<file path="src/rtl/boton_pulso_if.sv">
// rtl/boton_pulso_if.sv - button pin in, move strobe and debounced level out
interface boton_pulso_if;
  logic boton_in;
  logic move;
  logic pressed;

  modport master (output boton_in, input move, input pressed);
  modport slave  (input boton_in, output move, output pressed);
endinterface

</file>
<file path="src/rtl/boton_pulso.sv">
// rtl/boton_pulso.sv - debounced push-button to one-cycle move strobe (optional auto-repeat: BOTON_AUTOREPEAT_EN)
module boton_pulso #(
  parameter int DEBOUNCE_CYCLES = 500000,
  parameter int ACTIVE_LOW      = 1,
  parameter int REPEAT_DELAY    = 25000000,
  parameter int REPEAT_PERIOD   = 2500000,
  parameter int CNT_W           = 25
) (
  input  logic          clk,
  input  logic          rst,
  boton_pulso_if.slave  bus
);

  // Pin level that means "not pressed"; the synchronizer starts there so reset looks like a release.
  localparam logic REL = (ACTIVE_LOW != 0);
  localparam logic [CNT_W-1:0] DB_LAST = CNT_W'(DEBOUNCE_CYCLES - 1);
  localparam logic [CNT_W-1:0] CNT_MAX = '1;

  typedef enum logic [1:0] {IDLE, ARM_P, PRESSED, ARM_R} state_t;

  logic sync1, sync2, s;
  state_t state, state_nx;
  logic [CNT_W-1:0] cnt, cnt_nx;
  logic move_q, move_nx;
  logic pressed_q, pressed_nx;

`ifdef BOTON_AUTOREPEAT_EN
  localparam logic [CNT_W-1:0] RD_LAST = CNT_W'(REPEAT_DELAY - 1);
  localparam logic [CNT_W-1:0] RP_LAST = CNT_W'(REPEAT_PERIOD - 1);
  logic [CNT_W-1:0] rcnt, rcnt_nx;
  logic rep_on, rep_on_nx;
  logic rep_hit;
`else
  logic unused_repeat_cfg;
  assign unused_repeat_cfg = ^{REPEAT_DELAY[0], REPEAT_PERIOD[0]};
`endif

  // Two-flop synchronizer for the asynchronous pin.
  always_ff @(posedge clk or posedge rst) begin
    if (rst) begin
      sync1 <= REL;
      sync2 <= REL;
    end else begin
      sync1 <= bus.boton_in;
      sync2 <= sync1;
    end
  end

  assign s = (ACTIVE_LOW != 0) ? ~sync2 : sync2;

  // State, counters and registered outputs.
  always_ff @(posedge clk or posedge rst) begin
    if (rst) begin
      state     <= IDLE;
      cnt       <= '0;
      move_q    <= 1'b0;
      pressed_q <= 1'b0;
`ifdef BOTON_AUTOREPEAT_EN
      rcnt      <= '0;
      rep_on    <= 1'b0;
`endif
    end else begin
      state     <= state_nx;
      cnt       <= cnt_nx;
      move_q    <= move_nx;
      pressed_q <= pressed_nx;
`ifdef BOTON_AUTOREPEAT_EN
      rcnt      <= rcnt_nx;
      rep_on    <= rep_on_nx;
`endif
    end
  end

  // Next state: a level change is accepted only after DEBOUNCE_CYCLES agreeing samples.
  always_comb begin
    state_nx = state;
    cnt_nx   = cnt;
    move_nx  = 1'b0;
    case (state)
      IDLE: begin
        if (s) begin
          state_nx = ARM_P;
          cnt_nx   = '0;
        end
      end
      ARM_P: begin
        if (!s) begin
          state_nx = IDLE;
          cnt_nx   = '0;
        end else if (cnt == DB_LAST) begin
          state_nx = PRESSED;
          cnt_nx   = '0;
          move_nx  = 1'b1;
        end else if (cnt != CNT_MAX) begin
          cnt_nx = cnt + 1'b1;
        end
      end
      PRESSED: begin
        if (!s) begin
          state_nx = ARM_R;
          cnt_nx   = '0;
        end
      end
      ARM_R: begin
        if (s) begin
          state_nx = PRESSED;
          cnt_nx   = '0;
        end else if (cnt == DB_LAST) begin
          state_nx = IDLE;
          cnt_nx   = '0;
        end else if (cnt != CNT_MAX) begin
          cnt_nx = cnt + 1'b1;
        end
      end
      default: begin
        state_nx = IDLE;
        cnt_nx   = '0;
      end
    endcase

`ifdef BOTON_AUTOREPEAT_EN
    // Repeat timer: runs only while settled in PRESSED, holds through ARM_R, restarts per new press.
    rcnt_nx   = rcnt;
    rep_on_nx = rep_on;
    rep_hit   = rep_on ? (rcnt == RP_LAST) : (rcnt == RD_LAST);
    if (state == ARM_P && state_nx == PRESSED) begin
      rcnt_nx   = '0;
      rep_on_nx = 1'b0;
    end else if (state_nx == IDLE) begin
      rcnt_nx   = '0;
      rep_on_nx = 1'b0;
    end else if (state == PRESSED && state_nx == PRESSED) begin
      if (rep_hit) begin
        // A strobe the cycle before delays this one by a cycle so move never stays high.
        if (!move_q) begin
          move_nx   = 1'b1;
          rcnt_nx   = '0;
          rep_on_nx = 1'b1;
        end
      end else if (rcnt != CNT_MAX) begin
        rcnt_nx = rcnt + 1'b1;
      end
    end
`endif

    pressed_nx = (state_nx == PRESSED) || (state_nx == ARM_R);
  end

  assign bus.move    = move_q;
  assign bus.pressed = pressed_q;

endmodule

</file>
<file path="src/flat_wrapper.sv">
// flat-port wrapper written by rule: the top's interface ports become plain ports
module boton_pulso_flat 
#(
  parameter int DEBOUNCE_CYCLES = 500000,
  parameter int ACTIVE_LOW      = 1,
  parameter int REPEAT_DELAY    = 25000000,
  parameter int REPEAT_PERIOD   = 2500000,
  parameter int CNT_W           = 25
)
  (clk, rst, bus_boton_in, bus_move, bus_pressed);
  boton_pulso_if bus_i ();
  input  logic clk;
  input  logic rst;
  input wire logic [$bits(bus_i.boton_in)-1:0] bus_boton_in;
  output wire logic [$bits(bus_i.move)-1:0] bus_move;
  output wire logic [$bits(bus_i.pressed)-1:0] bus_pressed;
  assign bus_i.boton_in = bus_boton_in;
  assign bus_move = bus_i.move;
  assign bus_pressed = bus_i.pressed;
  boton_pulso #(.DEBOUNCE_CYCLES(DEBOUNCE_CYCLES), .ACTIVE_LOW(ACTIVE_LOW), .REPEAT_DELAY(REPEAT_DELAY), .REPEAT_PERIOD(REPEAT_PERIOD), .CNT_W(CNT_W)) u_core (.clk(clk), .rst(rst), .bus(bus_i));
endmodule
</file>
<file path="config.mk">
export PLATFORM = sky130hd
export DESIGN_NAME = boton_pulso_flat
export DESIGN_NICKNAME = d
export VERILOG_FILES = /design/src/rtl/boton_pulso_if.sv /design/src/rtl/boton_pulso.sv /design/src/flat_wrapper.sv
export SDC_FILE = /design/constraint.sdc
export NUM_CORES = 1
export LEC_CHECK = 0
export ABC_AREA = 1
export CORE_MARGIN = 2
export CORE_UTILIZATION = 45
export DETAILED_ROUTE_END_ITERATION = 6
export GPL_TIMING_DRIVEN = 0
export PLACE_DENSITY = 0.74
export REMOVE_ABC_BUFFERS = 1
export SYNTH_ARGS = -nofsm -noshare
export SYNTH_HDL_FRONTEND = slang
export SYNTH_SLANG_ARGS = --single-unit
</file>
<file path="constraint.sdc">
create_clock -name clk -period 1.7 [get_ports clk]
set_input_delay 0.51 -clock clk [delete_from_list [all_inputs] [get_ports clk]]
set_output_delay 0.51 -clock clk [all_outputs]
set_load 0.1 [all_outputs]
</file>
* Word level (Yosys, flattened, before mapping) *
Index checks and enable logic that the tools add are counted.

cells by class
  $add $sub $neg = 1
  equality and inequality tests = 9
  multiplexer cells = 17
  reduce and logical (&&, ||, !) cells = 3

operator list
  kind                                                    count
  2-to-1 mux 25 bit                                       6
  one-hot mux 25 bit (4 select lines)                     1
  adder 25 x 1 -> 25 bit (second input constant)          1
  == test 25 x 19 -> 1 bit (second input constant)        1
  inequality test 25 bit (second input constant)          1
  2-to-1 mux 2 bit                                        6
  == test 2 bit (second input constant)                   4
  one-hot mux 2 bit (4 select lines)                      1
  2-to-1 mux 1 bit                                        3
  == test 2 x 1 -> 1 bit (second input constant)          1
  zero test 2 bit                                         1
  inequality test 2 x 1 -> 1 bit (second input constant)  1
  inequality test 2 bit (second input constant)           1
  AND reduction 2 bit                                     1
  logical OR 1 bit                                        1

word-level totals
  bits in registers = 31
  input bits = 3
  output and inout bits = 2
  logic and storage cells = 36

* Logic depth before layout (Yosys ltp) *
  depth after elaboration = 6
  mapped depth = 11
  gate-level depth less buffers = 11

* Worst setup path before layout *
No wires, ideal clock.

  kind = reg2reg
  from = reg u_core.cnt[0]
  to = reg u_core.cnt[17]
  library setup time = 0.124 ns
  data arrival time = 1.583 ns
  data required time = 1.576 ns
  setup slack = -0.006 ns
  cell stages (with the launch flop) = 12
  path buffers = 1
  clock period less this slack = 1.706 ns
  cell sequence = dfrtp_1 -> ha_1 -> inv_1 -> nor2_2 -> nand2_2 -> nor2_4 -> nand3_2 -> nand2_4 -> buf_8 -> o21bai_1 -> nand2_1 -> nor2_2

between the ends
  longest elaborated chain between the ends = 5
  elaborated cells on any way between the ends = 8
  classes of those cells = add/sub (1); eq/ne (2); mux (5)

ends and longest elaborated chain
  element                                                           line                                   source
  from (decl)                                                       boton_pulso.sv:23                      logic [CNT_W-1:0] cnt, cnt_nx;
  from (signal assigned)                                            boton_pulso.sv:64                      cnt <= cnt_nx;
  adder 25 x 1 -> 25 bit or inequality test 25 bit (tied branches)  --
  2-to-1 mux 25 bit                                                 boton_pulso.sv:94, boton_pulso.sv:111
  2-to-1 mux 25 bit *                                               boton_pulso.sv:108                     end else if (cnt == DB_LAST) begin
  2-to-1 mux 25 bit (on tied branches)                              boton_pulso.sv:105, boton_pulso.sv:87
  one-hot mux 25 bit (4 select lines) *                             boton_pulso.sv:79                      case (state)

Every way passes the cells marked *; elsewhere a longest branch is shown, timed or not.
A chain may end at the register's enable or synchronous reset.

* Final worst setup path *
  from = reg u_core.cnt[1]
  to = reg u_core.cnt[10]

Same word-level chain as after synthesis.

==> results_dict.tcl <==
set metrics [dict create \
    rsz0062_at_grt "yes" \
    synth.distinct_cells 28 \
    vias 2357 \
    synth_area_um2 2236 \
    cp-start-kind "flip-flop" \
    fin_skew_ns 0.003101 \
    power_density_nw_per_um2 541.5 \
    drt_iter0_markers 190 \
    cap_violations 0 \
    p_clk_share_pct 39.4 \
    rr_endpoint "u_core.cnt[10]" \
    setup_viol 3 \
    seqPwrFrac_pct 51.8 \
    slew_violations 0 \
    worst-path-max-fanout 6 \
    path_class "flip-flop to flip-flop" \
    grt_max_degree 32 \
    post-route-util_pct 57.05 \
    finalPower_mw 1.469 \
    top_usage_layer "met2" \
    clockBufferDepth 2 \
    timing.critical_path.cells "ha_2, inv_2, nor2_4, nand2_4, nor2_4, buf_12, nand2_4, nand3_4, nand3_1, nand3_1" \
    grtUsageMet2_pct 38.54 \
    max_stage_delay_ns 0.39 \
    met1_usage_pct 32.13 \
    postSynthCellCount 335 \
    p_int_mw 1.076 \
    drtAntennaViolNets 0 \
    cp-end-kind "flip-flop" \
    synth_area_leaders "dfrtp_1 (32%), nand2_1 (13%), nand3_1 (11%)" \
    pin_count 5 \
    comb_power_share_pct 8.8 \
    syn_to_final_growth_pct 21.32 \
    overflow 0 \
    power_leakage_nw 1.189 \
    htree_levels 2 \
    gp_congestion 0.8824 \
    fmax_mhz 579.2 \
    netlist.area_leader.share_pct 32.46 \
    switchingPower_mw 0.3930 \
    switching_share_pct 26.75 \
    dpl-instance-area_um2 2308 \
    port_buffers 4 \
    min_to "u_core.sync2" \
    fp.dieW_um 74.49 \
    synth-edff-count 0 \
    worst-endpoint-required_ns 1.92 \
    dieHeight_um 74.49 \
    yosysTopAreaCell "dfrtp_1" \
    wl_per_cell_um 14.58 \
    hp-start "u_core.sync1" \
    max_slew.worst_pin.slew_ns 0.6302 \
    coreArea_um2 4755 \
    cts_sinks 31 \
    ys_seq_area_share_pct 34.81 \
    cts.clk_slew.worst_paths_ns 0.07 \
    cts_tree "yes" \
    avgViaCountPerCell 5.585 \
    fin_area_um2 2713 \
    slew_headroom_pct 57.94 \
    violations "negative setup slack" \
    firstDrtPassIters 5 \
    arrival_ns 1.95 \
    ys.flop_type "dfrtp_1" \
    pre_cts_slack_ns -0.3953 \
    period_needed_ns 1.727 \
    synth.most_common_cell "nand2_1" \
    track_usage_pct 24.78 \
    fin_tns_setup_ns -0.03020 \
    diodes 0 \
    ys_seq_elements 31 \
    vdd_drop_max_v 0.0005575 \
    wirelength_um 6153 \
    final_nets 358 \
    ff2ff_setup_slack_ns -0.03 \
    finalHoldViolations 0 \
    critPathSlowestCell "dfrtp_1" \
    synth_common_cells "nand2_1 (80), nor2_1 (54), nand3_1 (50)" \
    dieArea_um2 5549 \
    fin_crit_sh_pct 101.6 \
    r2r_cells 10 \
    async_flop_share_pct 100.0 \
    worstSetupStartpoint "u_core.cnt[1]" \
    grtUsageMet3_pct 7.724 \
    drcViolationCount 0 \
    cp.buffers_inverters 2 \
    grt_pass1_vias 2221 \
    hpwl_um 4079 \
    ys_warn_count 0 \
    insertion_delay_ns 0.29 \
    grt_antenna_before_repair 0 \
    nFillCells 465 \
    drive_gt1_share_pct 20.85 \
    path_delay_family "simple AND/OR/NAND/NOR gates" \
    grt_pass1_wl_um 10380 \
    rr_startpoint "u_core.cnt[1]" \
    std_cell_rows 25 \
    cts_buffers 5 \
    holdCritPathClass "flip-flop to flip-flop" \
    avgSynthCellArea_um2 6.674 \
    status "complete, but fails checks" \
    holdPathStages 0 \
    initial_core_util_pct 47.03 \
    cts_root_buf "clkbuf_8" \
    layout_setup_ws_ns -0.02651 \
]
cells in the final DEF, fill, tap and decap left out:
cell type,synthesis,routed
buf_4,0,11
a21oi_2,1,1
nand2_8,0,2
clkinv_2,0,3
dfstp_4,0,1
nor2_4,2,5
a21oi_1,2,2
nand2_2,6,3
clkdlybuf4s18_2,0,2
clkbuf_8,0,5
inv_1,39,37
nand3_4,0,3
o21bai_1,3,3
buf_12,0,3
nor3_1,9,8
nor2_1,54,46
dfrtp_2,0,2
inv_2,1,2
o211ai_1,7,7
nand2_4,1,6
dfrtp_1,29,27
o21ai_0,9,8
nand2_1,80,78
nand3_1,50,46
nor3b_2,0,1
nor2_2,4,9
nand4_1,14,14
nor3_2,0,1
ha_2,0,1
dfstp_2,2,1
clkinv_1,0,1
clkdlybuf4s50_1,0,2
o21ai_2,1,1
nand3_2,9,10
xnor2_1,1,1
o21ai_4,0,1
nor3b_1,2,1
layout make-up:
cell class	count	area (um^2)	share of cell area (%)
clock buffers	5	68.82	2.537
clock inverters	3	15.01	0.5535
inverters	40	150.1	5.535
multi-input cells	258	1428	52.63
flip-flops and latches	31	784.5	28.92
well taps	67	83.83	3.090
repair buffers	18	182.7	6.734
registers in the layout, summed over array words and instances, names as in the netlist:
register	flops
u_core.sync1	1
u_core.sync2	1
u_core.cnt	25
u_core.bus.move	1
u_core.bus.pressed	1
u_core.state	2
power by group through the flow:
stage	registers (mW)	logic, mW	clock network (mW)
after CTS	0.764	0.102	0.592
after global routing	0.761	0.145	0.620
after global placement	0.778	0.0834	0
after floorplan	0.774	0.0606	0
final	0.760	0.129	0.579
after detailed placement	0.779	0.0844	0
repair_timing:
item	CTS	global route
gates cloned	1	1
buffers inserted	5	8
pin swaps	4	18
endpoints found under the setup margin	27	29
hold buffers	0	0
gates resized for setup	25	20
cells by family (layout without fill, tap and decap cells):
kind of cell	Yosys count	count (layout)	synth area share [%]
flip-flops	31	31	34.81
buffers and inverters	48	66	9.009
XOR/XNOR	1	1	0.3918
adder cells (fa/ha/maj)	1	1	0.5595
AND/OR/NAND/NOR	231	233	48.63
AO/OA/AOI/OAI	23	23	6.603
per-layer routing:
layer | share of wire [%] | vias up
met5 | 0 | -
met4 | 1.3 | 0
met3 | 8.2 | 11
met2 | 48 | 106
met1 | 42 | 1105
li1 | - | 1135
stage by stage:
stage / cells / hold WS, ns
6_report: 422 / 0.3655
5_1_grt: 422 / 0.3667
4_1_cts: 412 / 0.3644
3_5_place_dp: 398 / 0.3529
3_3_place_gp: 398 / 0.3454
2_1_floorplan: 327 / 0.3452
worst max-delay path by stage:
stage / end / slack (ns) / depth (start not counted)
floorplan: u_core.cnt[7] / -0.001 / 9
global placement: u_core.cnt[10] / -0.38 / 9
detailed placement: u_core.cnt[10] / -0.40 / 9
CTS: u_core.cnt[17] / -0.05 / 9
global route: u_core.cnt[4] / -0.13 / 10
finish: u_core.cnt[10] / -0.03 / 10
No activity file was read; power rests on OpenSTA's default activity.
